`config.mk`:
```
export PLATFORM = sky130hd
export DESIGN_NAME = uart_rx_parser
export DESIGN_NICKNAME = d
export VERILOG_FILES = /design/src/rtl/uart_rx_parser.sv
export SDC_FILE = /design/constraint.sdc
export NUM_CORES = 1
export LEC_CHECK = 0
export BUFFER_PORTS_ARGS = -buffer_cell sky130_fd_sc_hd__buf_2
export CAP_MARGIN = 30
export CORE_MARGIN = 4
export CORE_UTILIZATION = 55
export DETAILED_ROUTE_END_ITERATION = 10
export PLACE_DENSITY_LB_ADDON = 0.2
export REMOVE_ABC_BUFFERS = 1
export SLEW_MARGIN = 20
export SYNTH_ARGS = -nofsm -noshare
export SYNTH_HDL_FRONTEND = slang
export SYNTH_SLANG_ARGS = --single-unit
```
`constraint.sdc`:
```
create_clock -name clock -period 6.1 [get_ports clock]
set_input_delay 0.61 -clock clock [delete_from_list [all_inputs] [get_ports clock]]
set_output_delay 0.61 -clock clock [all_outputs]
set_load 0.01 [all_outputs]
```
`src/rtl/uart_rx_parser.sv`:
```
// uart_rx_parser: UART receiver plus a decimal, comma-separated detection-frame parser.
// Optional feature: define UART_RX_PARITY_EN to expect an even-parity bit between D7 and stop.
module uart_rx_parser #(
  parameter int CLKS_PER_BIT = 434
) (
  input  logic       clock,
  input  logic       reset,
  input  logic       rx,
  output logic [2:0] imgID,
  output logic [9:0] accuracy,
  output logic [8:0] bbx1,
  output logic [8:0] bby1,
  output logic [8:0] bbx2,
  output logic [8:0] bby2,
  output logic       frameValid,
  output logic       frameError
);

  localparam int CW = $clog2(CLKS_PER_BIT);
  localparam logic [CW-1:0] HALF_M1 = CW'(CLKS_PER_BIT / 2 - 1);
  localparam logic [CW-1:0] FULL_M1 = CW'(CLKS_PER_BIT - 1);
  localparam logic [CW-1:0] CNT_ONE = CW'(1);
  localparam logic [7:0] CH_LF    = 8'h0A;
  localparam logic [7:0] CH_CR    = 8'h0D;
  localparam logic [7:0] CH_COMMA = 8'h2C;

  typedef enum logic [2:0] {
    B_IDLE,
    B_START,
    B_DATA,
`ifdef UART_RX_PARITY_EN
    B_PARITY,
`endif
    B_STOP
  } bstate_t;

  typedef enum logic {P_FIELD, P_SKIP} pstate_t;
  typedef enum logic [2:0] {A_NONE, A_DIGIT, A_NEXT, A_COMMIT, A_REJECT} act_t;

  logic          rx_meta, rx_sync;
  logic          armed;
  bstate_t       b_state;
  logic [CW-1:0] cnt;
  logic [2:0]    bit_idx;
  logic [7:0]    shreg;
  logic          byte_valid, byte_err;
  logic          stop_ok;

`ifdef UART_RX_PARITY_EN
  logic par_ok;
  assign stop_ok = rx_sync & par_ok;
`else
  assign stop_ok = rx_sync;
`endif

  // Bit engine. armed records that the line has been seen high, so a start is
  // only taken on a genuine high-to-low transition (also after reset or a break).
  always_ff @(posedge clock) begin
    if (reset) begin
      // NOTE: the synchronizer resets low so a line held low through reset
      // cannot look like an idle-high line followed by a start edge.
      rx_meta    <= 1'b0;
      rx_sync    <= 1'b0;
      armed      <= 1'b0;
      b_state    <= B_IDLE;
      cnt        <= '0;
      bit_idx    <= '0;
      shreg      <= '0;
      byte_valid <= 1'b0;
      byte_err   <= 1'b0;
`ifdef UART_RX_PARITY_EN
      par_ok     <= 1'b0;
`endif
    end else begin
      // NOTE: non-blocking throughout, so every branch reads this cycle's state.
      rx_meta    <= rx;
      rx_sync    <= rx_meta;
      byte_valid <= 1'b0;
      byte_err   <= 1'b0;
      case (b_state)
        B_IDLE: begin
          cnt <= '0;
          if (rx_sync) begin
            armed <= 1'b1;
          end else if (armed) begin
            armed   <= 1'b0;
            b_state <= B_START;
          end
        end
        B_START: begin
          if (cnt == HALF_M1) begin
            cnt     <= '0;
            bit_idx <= '0;
            b_state <= rx_sync ? B_IDLE : B_DATA;
          end else begin
            cnt <= cnt + CNT_ONE;
          end
        end
        B_DATA: begin
          if (cnt == FULL_M1) begin
            cnt     <= '0;
            shreg   <= {rx_sync, shreg[7:1]};
            bit_idx <= bit_idx + 3'd1;
            if (bit_idx == 3'd7) begin
`ifdef UART_RX_PARITY_EN
              b_state <= B_PARITY;
`else
              b_state <= B_STOP;
`endif
            end
          end else begin
            cnt <= cnt + CNT_ONE;
          end
        end
`ifdef UART_RX_PARITY_EN
        B_PARITY: begin
          if (cnt == FULL_M1) begin
            cnt     <= '0;
            par_ok  <= ~((^shreg) ^ rx_sync);
            b_state <= B_STOP;
          end else begin
            cnt <= cnt + CNT_ONE;
          end
        end
`endif
        B_STOP: begin
          if (cnt == FULL_M1) begin
            cnt     <= '0;
            b_state <= B_IDLE;
            armed   <= rx_sync;
            if (stop_ok) byte_valid <= 1'b1;
            else         byte_err   <= 1'b1;
          end else begin
            cnt <= cnt + CNT_ONE;
          end
        end
        default: b_state <= B_IDLE;
      endcase
    end
  end

  pstate_t     p_state;
  act_t        act;
  logic [10:0] acc;
  logic [1:0]  ndig;
  logic [2:0]  field_idx;
  logic [2:0]  sh_img;
  logic [9:0]  sh_acc;
  logic [8:0]  sh_x1, sh_y1, sh_x2;
  logic        is_digit, range_ok;

  assign is_digit = (shreg >= 8'h30) && (shreg <= 8'h39);

  always_comb begin
    case (field_idx)
      3'd0:    range_ok = (acc <= 11'd7);
      3'd1:    range_ok = 1'b1;
      default: range_ok = (acc <= 11'd511);
    endcase
  end

  // Classify the delivered byte into a single parser action.
  always_comb begin
    act = A_NONE;
    if (p_state == P_FIELD) begin
      if (byte_err) begin
        act = A_REJECT;
      end else if (byte_valid) begin
        if (is_digit) begin
          act = (ndig == 2'd3) ? A_REJECT : A_DIGIT;
        end else if (shreg == CH_CR) begin
          act = A_NONE;
        end else if (shreg == CH_COMMA) begin
          act = (ndig == 2'd0 || !range_ok || field_idx == 3'd5) ? A_REJECT : A_NEXT;
        end else if (shreg == CH_LF) begin
          if (field_idx == 3'd0 && ndig == 2'd0) act = A_NONE;
          else act = (ndig == 2'd0 || !range_ok || field_idx != 3'd5) ? A_REJECT : A_COMMIT;
        end else begin
          act = A_REJECT;
        end
      end
    end
  end

  always_ff @(posedge clock) begin
    if (reset) begin
      p_state    <= P_FIELD;
      acc        <= '0;
      ndig       <= '0;
      field_idx  <= '0;
      sh_img     <= '0;
      sh_acc     <= '0;
      sh_x1      <= '0;
      sh_y1      <= '0;
      sh_x2      <= '0;
      imgID      <= '0;
      accuracy   <= '0;
      bbx1       <= '0;
      bby1       <= '0;
      bbx2       <= '0;
      bby2       <= '0;
      frameValid <= 1'b0;
      frameError <= 1'b0;
    end else begin
      frameValid <= 1'b0;
      frameError <= 1'b0;
      case (act)
        A_DIGIT: begin
          acc  <= acc * 11'd10 + {7'd0, shreg[3:0]};
          ndig <= ndig + 2'd1;
        end
        A_NEXT: begin
          case (field_idx)
            3'd0:    sh_img <= acc[2:0];
            3'd1:    sh_acc <= acc[9:0];
            3'd2:    sh_x1  <= acc[8:0];
            3'd3:    sh_y1  <= acc[8:0];
            default: sh_x2  <= acc[8:0];
          endcase
          field_idx <= field_idx + 3'd1;
          acc       <= '0;
          ndig      <= '0;
        end
        A_COMMIT: begin
          imgID      <= sh_img;
          accuracy   <= sh_acc;
          bbx1       <= sh_x1;
          bby1       <= sh_y1;
          bbx2       <= sh_x2;
          bby2       <= acc[8:0];
          frameValid <= 1'b1;
          field_idx  <= '0;
          acc        <= '0;
          ndig       <= '0;
        end
        A_REJECT: begin
          frameError <= 1'b1;
          field_idx  <= '0;
          acc        <= '0;
          ndig       <= '0;
          // A rejecting newline already ends the line, so no skipping is needed.
          p_state    <= (byte_valid && shreg == CH_LF) ? P_FIELD : P_SKIP;
        end
        default: begin
          if (p_state == P_SKIP && byte_valid && shreg == CH_LF) p_state <= P_FIELD;
        end
      endcase
    end
  end

endmodule
```
==> flow_summary_export.csv, run 1 <==
group,metric,value,unit
outcome,status,"complete, no violations",
sta,hold_viol_final,0,
global_routing,first_global_vias,4508,
sta,fin_crit,3.213,ns
power,switching_power,396.7,µW
clock_tree,postCtsHoldBufs,0,
layout,layout.nets,721,
power,p_int,1.575,mW
layout,antenna_cells,0,
layout,area_growth_syn_to_layout,17.09,%
yosys,synth_top_cells_by_area,"dfxtp_1 (47%), mux2i_1 (7.8%), nand2_1 (7.5%)",
sta,fmax,311.2,MHz
power,p_seq_share,44.9,%
setup_path,required,6.45,ns
clock_tree,numCtsBuffers,17,
routing,first_pass_iters,4,
yosys,ys_seq_area_share,46.77,%
yosys,postSynthCellCount,644,
clock_tree,clk_pin_slew,0.06,ns
clock_tree,post_cts_buffers,0,
setup_path,path_max_fanout,34,
floorplanning,io_pins,54,
global_routing,antenna_found_initial,0,
layout,multi_input_area,2897,µm²
yosys,synthDistinctLibCells,54,
power,clock_power_share,54.2,%
clock_tree,clockRootBuffer,"clkbuf_8",
yosys,synth_seq_cells,135,
setup_path,cp-end-kind,"flop",
min_path,hold_class,"in2reg",
yosys,syn-cell-area,5778,µm²
sta,skew,0.01133,ns
yosys,synth.avg_cell_area,8.972,µm²
global_routing,track_usage,20.87,%
setup_path,crit_path_top_delay_cell,"a2111oi_0",
place,routabilityCongestion,0.8587,
setup_path,crit_path_cell_trace,"or4b_4, a2111oi_0, nand4_1, nand2b_1, buf_4, nand2_1, a21oi_1",
routing,vias_per_cell,5.440,
yosys,synth_commonest_cells,"dfxtp_1 (135), nand2_1 (116), nor2_1 (69), a21oi_1 (66), mux2i_1 (45)",
sta,drv_slew,0,
place,dp_hpwl,8119,µm
routing,drt-total-wl,12410,µm
yosys,synth_edf_count,0,
setup_path,critPathBufInv,1,
power,switching_share,20.11,%
yosys,ys_warn_count,0,
layout,design_area,6765,µm²
global_routing,grt_pass1_wl,21390,µm
yosys,yosysMostFrequentCell,"dfxtp_1",
power,cellLeakagePower,2.873,nW
clock_tree,cts_resized,0,
sta,tightestPinTransition,0.8782,ns
setup_path,startpoint_type,"flop",
clock_tree,clockBufferDepth,2,
layout,fillers,857,
sta,whs,0.3133,ns
yosys,netlist.area_leader.share,46.77,%
floorplanning,start_util,56.22,%
floorplanning,fp.dieW,110.5,µm
clock_tree,clock_sinks,135,
layout,ff_latch_area,2703,µm²
routing,first_iter_violations,221,
place,place_area,6143,µm²
global_routing,grt_start_max_net_pins,91,
clock_tree,h-tree-depth,4,
yosys,synthFlopType,"dfxtp_1",
floorplanning,dieArea,12210,µm²
yosys,ys_async_sr_fraction,0,%
setup_path,crit_path_max_incr_delay,0.61,ns
sta,final.period_utilization,52.67,%
clock_tree,cts_tree,"yes",
setup_path,cp_data_arrival_time,3.57,ns
routing,post_drt_wl_per_cell,14.83,µm
layout,drive_above_1_share,14.12,%
power,vdd_drop_max,0.1840,mV
run,cap_violations,0,
floorplanning,fp.dieH,110.5,µm
routing,num_vias,4553,
global_routing,grt-ovfl-total,0,
place,io_buffers,53,
sta,setup_tns,0,ns
power,power.density,291.5,nW/µm²
sta,max_slew_margin,41.45,%
routing,drtAntennaViolNets,0,
yosys,synth_top_area_cell,"dfxtp_1",
setup_path,crit_family,"simple AND/OR/NAND/NOR gates",
power,combPwrFrac,1.0,%
routing,drc,0,
floorplanning,rows,37,
sta,rsz0062_at_grt,"no",
clock_tree,clk_latency,0.52,ns
floorplanning,coreArea,10280,µm²
setup_path,critPathKind,"reg2reg",
sta,setup_viol,0,
-- through the flow --
| stage | std cells | power [mW] | setup WS, ns | utilization (%) |
|---|---|---|---|---|
| global placement | 804 | 0.9223 | 2.972 | 59.58 |
| finish | 837 | 1.972 | 2.887 | 65.83 |
| detailed placement | 805 | 0.9229 | 2.970 | 59.78 |
| CTS | 837 | 1.987 | 2.912 | 65.83 |
| floorplan | 611 | 0.9089 | 2.326 | - |
| global route | 837 | 2.036 | 2.609 | 65.83 |
-- power groups by stage --
| stage | clock network, mW | registers, mW | logic [mW] |
|---|---|---|---|
| 2_1_floorplan | 0 | 0.903 | 0.00550 |
| 3_3_place_gp | 0 | 0.904 | 0.0186 |
| 3_5_place_dp | 0 | 0.904 | 0.0192 |
| 4_1_cts | 1.08 | 0.884 | 0.0192 |
| 5_1_grt | 1.13 | 0.884 | 0.0211 |
| 6_report | 1.07 | 0.884 | 0.0188 |
-- worst paths after layout --
kind / startpoint / endpoint / slack, ns / cells after the start
max reg2reg: shreg[3] / bbx1[5] / 2.89 / 7
min reg2reg: rx_meta / rx_sync / 0.44 / 1
min: rx / rx_meta / 0.31 / 2
max: shreg[3] / bbx1[5] / 2.89 / 7
-- registers in the layout, indices dropped and copies added, names as in the netlist, 2 cells and up --
signal and count:
bby1 9, cnt 9, bbx2 9, sh_x1 9
ndig 2, bby2 9, sh_img 3, acc 11
bbx1 9, accuracy 10, shreg 8, sh_y1 9
sh_x2 9, sh_acc 10, field_idx 3, b_state 2
bit_idx 3, imgID 3
-- cells by family after synthesis --
| kind of cell | count (synthesis) | synth area share, % |
|---|---|---|
| xor gates and xnor gates | 21 | 3.183 |
| muxes | 46 | 7.990 |
| DFF | 135 | 46.77 |
| buffers and inverters | 48 | 3.335 |
| AOI/OAI and AO/OA | 102 | 10.81 |
| and+or+nand+nor | 262 | 21.16 |
| adders and majority gates | 30 | 6.756 |
-- cells in the final DEF, fill, tap and decap left out, types with 5 or more instances in the layout --
cell       synthesis  final
dfxtp_1          135    135
nand2_1          116    116
nor2_1            69     69
a21oi_1           66     66
buf_2              7     52
mux2i_1           45     45
ha_1              28     28
nand3_1           17     17
clkbuf_16          0     16
inv_1             15     15
xor2_1            11     11
xnor2_1           10     10
a22o_1             9      9
nor3_1             6      6
o21ai_0            5      5
nand3b_1           5      5
nand2b_1           5      5
nand4_1            5      5
buf_4              1      5
-- layout make-up --
| cell class | instances | share of cell area, % |
|---|---|---|
| Inverter | 15 | 0.8323 |
| Timing Repair Buffer | 58 | 4.698 |
| Multi-Input combinational cell | 461 | 42.81 |
| Tap cell | 136 | 2.515 |
| Clock inverter | 10 | 2.497 |
| Clock buffer | 22 | 6.695 |
| Sequential cell | 135 | 39.95 |
-- worst reg2reg max path: cells and delay by family, from the launching register on --
| family | cells | cell delay (ns) |
|---|---|---|
| AO/OA/AOI/OAI | 2 | 0.68 |
| AND/OR/NAND/NOR | 4 | 1.53 |
| flip-flops | 1 | 0.42 |
| buffers and inverters | 1 | 0.41 |
-- layer usage --
metal	GRT usage, %	part of all wire [%]
met5	0	0
met4	7.389	1.9
met3	5.479	4.2
met2	35.72	49
met1	25.29	45
No activity file was read; power rests on OpenSTA's default activity.
==> inputs of run 2 (changes only) <==
Settings changed: CORE_UTILIZATION 55 to 53.
Clock period 6.1 ns to 2.6 ns, I/O delays scaled along.
==> flow_summary_export.csv, run 2 (synthesis results as in run 1) <==
group,metric,value,unit
outcome,status,"complete, no violations",
power,switching_power,993.2,µW
sta,final.period_utilization,95.34,%
global_routing,grt_pass1_wl,21780,µm
layout,antenna_cells,0,
setup_path,crit_path_max_incr_delay,0.56,ns
power,cellLeakagePower,3.142,nW
run,cap_violations,0,
layout,reg_top3,"acc x11, accuracy x10, sh_acc x10",
place,io_buffers,53,
routing,drt-total-wl,13390,µm
layout,fillers,817,
layout,top_register,"acc",
routing,first_pass_iters,4,
global_routing,met1_usage,25.19,%
layout,final_core_util,68.94,%
routing,first_iter_violations,323,
sta,drv_slew,0,
setup_path,crit_path_top_delay_cell,"or4b_4",
sta,max_slew_margin,56.25,%
global_routing,antenna_found_initial,0,
power,switching_share,22.25,%
routing,drc,0,
power,p_int,3.470,mW
global_routing,track_usage,20.87,%
setup_path,required,3.03,ns
setup_path,startpoint_type,"flop",
clock_tree,clk_latency,0.51,ns
floorplanning,start_util,55.23,%
floorplanning,coreArea,10460,µm²
sta,layout_setup_ws,0.1210,ns
layout,final_cells,886,
layout,layout_commonest_cell,"dfxtp_1",
global_routing,grt-ovfl-total,0,
sta,skew,0.008187,ns
sta,fin_crit,2.479,ns
setup_path,cp-end-kind,"flop",
layout,drive_above_1_share,20.80,%
global_routing,use_met3,5.067,%
routing,num_vias,4808,
sta,hold_viol_final,0,
floorplanning,dieArea,12640,µm²
clock_tree,clk_pin_slew,0.07,ns
floorplanning,fp.dieH,112.4,µm
clock_tree,cts_tree,"yes",
sta,setup_viol,0,
place,numPlacedInstances,851,
global_routing,grt_start_max_net_pins,67,
clock_tree,clockRootBuffer,"clkbuf_8",
power,power.density,618.8,nW/µm²
power,clock_power_share,52.4,%
place,routabilityCongestion,0.8485,
min_path,hold_class,"in2reg",
global_routing,first_global_vias,4784,
setup_path,crit_path_cell_trace,"or4b_4, or3_1, o41ai_4, buf_6, nor2b_4, buf_12, clkbuf_16, nand2_1, a21oi_1",
setup_path,cp_data_arrival_time,2.91,ns
routing,post_drt_wl_per_cell,15.11,µm
global_routing,met2_usage,35.92,%
layout,mostFrequentLayoutCells,"dfxtp_1 (135), nand2_1 (116), nor2_1 (69), a21oi_1 (66), buf_2 (52)",
global_routing,grt.busiest_layer,"met2",
place,dp_hpwl,8984,µm
floorplanning,rows,37,
layout,layout.nets,771,
clock_tree,clockBufferDepth,2,
sta,fmax,403.4,MHz
power,p_seq_share,46.5,%
sta,tightestPinTransition,0.6562,ns
setup_path,critPathKind,"reg2reg",
place,place_area,6504,µm²
clock_tree,h-tree-depth,4,
routing,vias_per_cell,5.427,
clock_tree,numCtsBuffers,17,
power,vdd_drop_max,0.4910,mV
floorplanning,io_pins,54,
layout,largest_reg_flops,11,
power,combPwrFrac,1.1,%
floorplanning,fp.dieW,112.4,µm
setup_path,path_max_fanout,15,
layout,area_growth_syn_to_layout,24.84,%
power,power.total,4.464,mW
clock_tree,clock_sinks,135,
layout,design_area,7213,µm²
routing,drtAntennaViolNets,0,
place,dp_slack,-0.09279,ns
run 2: final cells by class:
| type | instances | area (µm²) | area share [%] |
|---|---|---|---|
| clock inverter | 14 | 161.4 | 2.238 |
| multi-input combinational | 461 | 2942 | 40.78 |
| clock buffer | 17 | 414.1 | 5.742 |
| tap | 136 | 170.2 | 2.359 |
| timing repair buffer | 108 | 767.0 | 10.63 |
| sequential | 135 | 2703 | 37.47 |
| inverter | 15 | 56.30 | 0.7806 |
run 2: critical path: cells and delay by family, from the launching register on:
kind	cells	cell delay, ns
compound gates	2	0.44
buf+inv	3	0.50
flops	1	0.31
simple gates	4	1.15
run 2: what timing repair did:
| action | CTS | global route |
|---|---|---|
| gates resized for setup | 5 | 7 |
| pin swaps | 0 | 4 |
| cloned | 0 | 2 |
| setup buffers | 0 | 1 |
| endpoints found under the hold margin | 1 | 0 |
| endpoints found under the setup margin | 14 | 64 |
| hold buffers | 1 | 0 |
run 2: path summary, 6_finish.rpt:
check / startpoint / end / slack [ns] / cells after the start
min: reset / rx_meta / 0.19 / 2
max reg2reg: shreg[6] / bby1[7] / 0.12 / 9
max: shreg[6] / bby1[7] / 0.12 / 9
min reg2reg: bby2[2] / bby2[2] / 0.45 / 2
run 2: per-stage QoR:
step | hold slack (ns) | TNS (ns)
floorplan | 0.3291 | -68.56
global placement | 0.4337 | 0
detailed placement | 0.4408 | -0.3896
CTS | 0.1731 | 0
global route | 0.2104 | -0.03668
finish | 0.1891 | 0
run 2: metal layers:
layer / vias up / share of wire (%)
met2: 90 / 51
met3: 10 / 4.3
met1: 2309 / 43
met5: - / 0
li1: 2399 / -
met4: 0 / 1.3
run 2: power groups by stage:
stage	combinational (mW)	sequential [mW]	clock (mW)
2_1_floorplan	0.0129	2.12	0
3_3_place_gp	0.0470	2.12	0
3_5_place_dp	0.0480	2.12	0
4_1_cts	0.0492	2.07	2.38
5_1_grt	0.0544	2.07	2.48
6_report	0.0490	2.07	2.34
==> inputs of run 3 (changes only) <==
==> constraint.sdc (replaced) <==
create_clock -name clock -period 2.6 [get_ports clock]
set_input_delay 0 -clock clock [delete_from_list [all_inputs] [get_ports clock]]
set_output_delay 0 -clock clock [all_outputs]
set_load 0.01 [all_outputs]
==> flow_summary_export.csv, run 3 (synthesis results as in run 1) <==
group,metric,value,unit
clock_tree,clockRootBuffer,"clkbuf_8",
place,routabilityCongestion,0.8794,
floorplanning,io_pins,54,
routing,post_drt_wl_per_cell,14.72,µm
clock_tree,clk_latency,0.53,ns
global_routing,grt-ovfl-total,0,
clock_tree,clock_sinks,135,
clock_tree,numCtsBuffers,17,
floorplanning,fp.dieH,112.4,µm
global_routing,grt_start_max_net_pins,70,
global_routing,grt_pass1_wl,20980,µm
sta,drv_slew,0,
power,power.density,613.2,nW/µm²
layout,design_area,7221,µm²
setup_path,cp_data_arrival_time,2.98,ns
global_routing,antenna_found_initial,0,
setup_path,r2r.worst_path.cells,7,
power,cellLeakagePower,3.138,nW
min_path,hold_class,"reg2reg",
clock_tree,cts_tree,"yes",
place,numPlacedInstances,844,
layout,final_core_util,69.01,%
sta,skew,0.006324,ns
routing,vias_per_cell,5.295,
layout,final_cells,886,
clock_tree,clk_pin_slew,0.06,ns
outcome,status,"complete, no violations",
floorplanning,fp.dieW,112.4,µm
power,power.total,4.427,mW
routing,num_vias,4691,
sta,fmax,390.0,MHz
setup_path,startpoint_type,"flop",
global_routing,track_usage,20.12,%
setup_path,cp_common_cell,"ha_1",
routing,first_pass_iters,4,
setup_path,crit_path_max_incr_delay,0.61,ns
place,dp_slack,-0.03487,ns
setup_path,cp-end-kind,"flop",
clock_tree,clockBufferDepth,2,
layout,reg_top3,"acc x11, accuracy x10, sh_acc x10",
routing,drtAntennaViolNets,0,
sta,final.period_utilization,98.63,%
min_path,hold_depth,2,
layout,drive_above_1_share,21.20,%
clock_tree,h-tree-depth,4,
place,io_buffers,53,
layout,top_register,"acc",
routing,first_iter_violations,344,
setup_path,path_max_fanout,6,
setup_path,crit_path_cell_trace,"ha_1, ha_1, or4b_2, o2111ai_1, nand4_1, xnor2_1, a22o_1",
setup_path,required,3.02,ns
layout,area_growth_syn_to_layout,24.97,%
routing,drt-total-wl,13040,µm
floorplanning,dieArea,12640,µm²
run,cap_violations,0,
floorplanning,rows,37,
layout,largest_reg_flops,11,
sta,layout_setup_ws,0.03572,ns
sta,hold_viol_final,0,
layout,layout.nets,770,
sta,max_slew_margin,56.63,%
floorplanning,coreArea,10460,µm²
sta,setup_viol,0,
global_routing,first_global_vias,4577,
layout,mostFrequentLayoutCells,"dfxtp_1 (133), nand2_1 (115), nor2_1 (69), a21oi_1 (66), buf_2 (52)",
setup_path,critPathKind,"reg2reg",
sta,fin_crit,2.564,ns
place,place_area,6451,µm²
layout,layout_commonest_cell,"dfxtp_1",
routing,drc,0,
power,vdd_drop_max,0.5242,mV
layout,antenna_cells,0,
place,dp_hpwl,8586,µm
setup_path,crit_path_top_delay_cell,"or4b_2",
sta,tightestPinTransition,0.6506,ns
floorplanning,start_util,55.23,%
## run 3: worst max-delay path, delay by kind of cell, from the launching register on
family / cells / cell delay, ns
AND/OR/NAND/NOR: 2 / 0.76
adder cells (fa/ha/maj): 2 / 0.77
XOR/XNOR: 1 / 0.16
AO/OA/AOI/OAI: 2 / 0.41
flip-flops: 1 / 0.36
## run 3: worst paths after layout
kind / startpoint / to / slack [ns]
worst max-delay path: acc[5] / acc[10] / 0.04
worst min-delay path: bby2[1] / bby2[1] / 0.45
worst max register to register: acc[5] / acc[10] / 0.04
worst min register to register: bby2[1] / bby2[1] / 0.45
## run 3: final cells by class
type,count,area (µm²)
flip-flops and latches,135,2705
clock buffers,21,449.2
well taps,136,170.2
repair buffers,107,755.7
fillers,834,3242
multi-input cells,461,2962
inverters,15,56.30
clock inverters,11,122.6
## run 3: power by group
group	internal (mW)	total, mW	switching [mW]
registers	2.07	2.08	0.00341
clock network	1.42	2.30	0.886
logic	0.0140	0.0501	0.0360
## run 3: layer usage
metal	part of all wire [%]	GRT usage (%)	wire length (µm)	vias to the layer above
met5	0	0	0	-
met4	1.7	7.131	219	0
li1	-	-	-	2387
met2	49	33.89	6385	82
met1	45	24.28	5841	2200
met3	4.6	6.307	596	22
## run 3: timing repair
action	4_1_cts	5_1_grt
endpoints found under the hold margin	38	0
hold buffers	3	0
endpoints found under the setup margin	51	78
gates resized for setup	1	16
cloned	0	4
setup buffers	0	3
pin swaps	0	1
## run 3: metrics by stage
step / hold WS (ns) / TNS, ns
floorplan: 0.06907 / -68.56
global placement: 0.2223 / 0
detailed placement: 0.2349 / -0.5894
CTS: 0.4391 / 0
global route: 0.4663 / -0.4665
finish: 0.4466 / 0
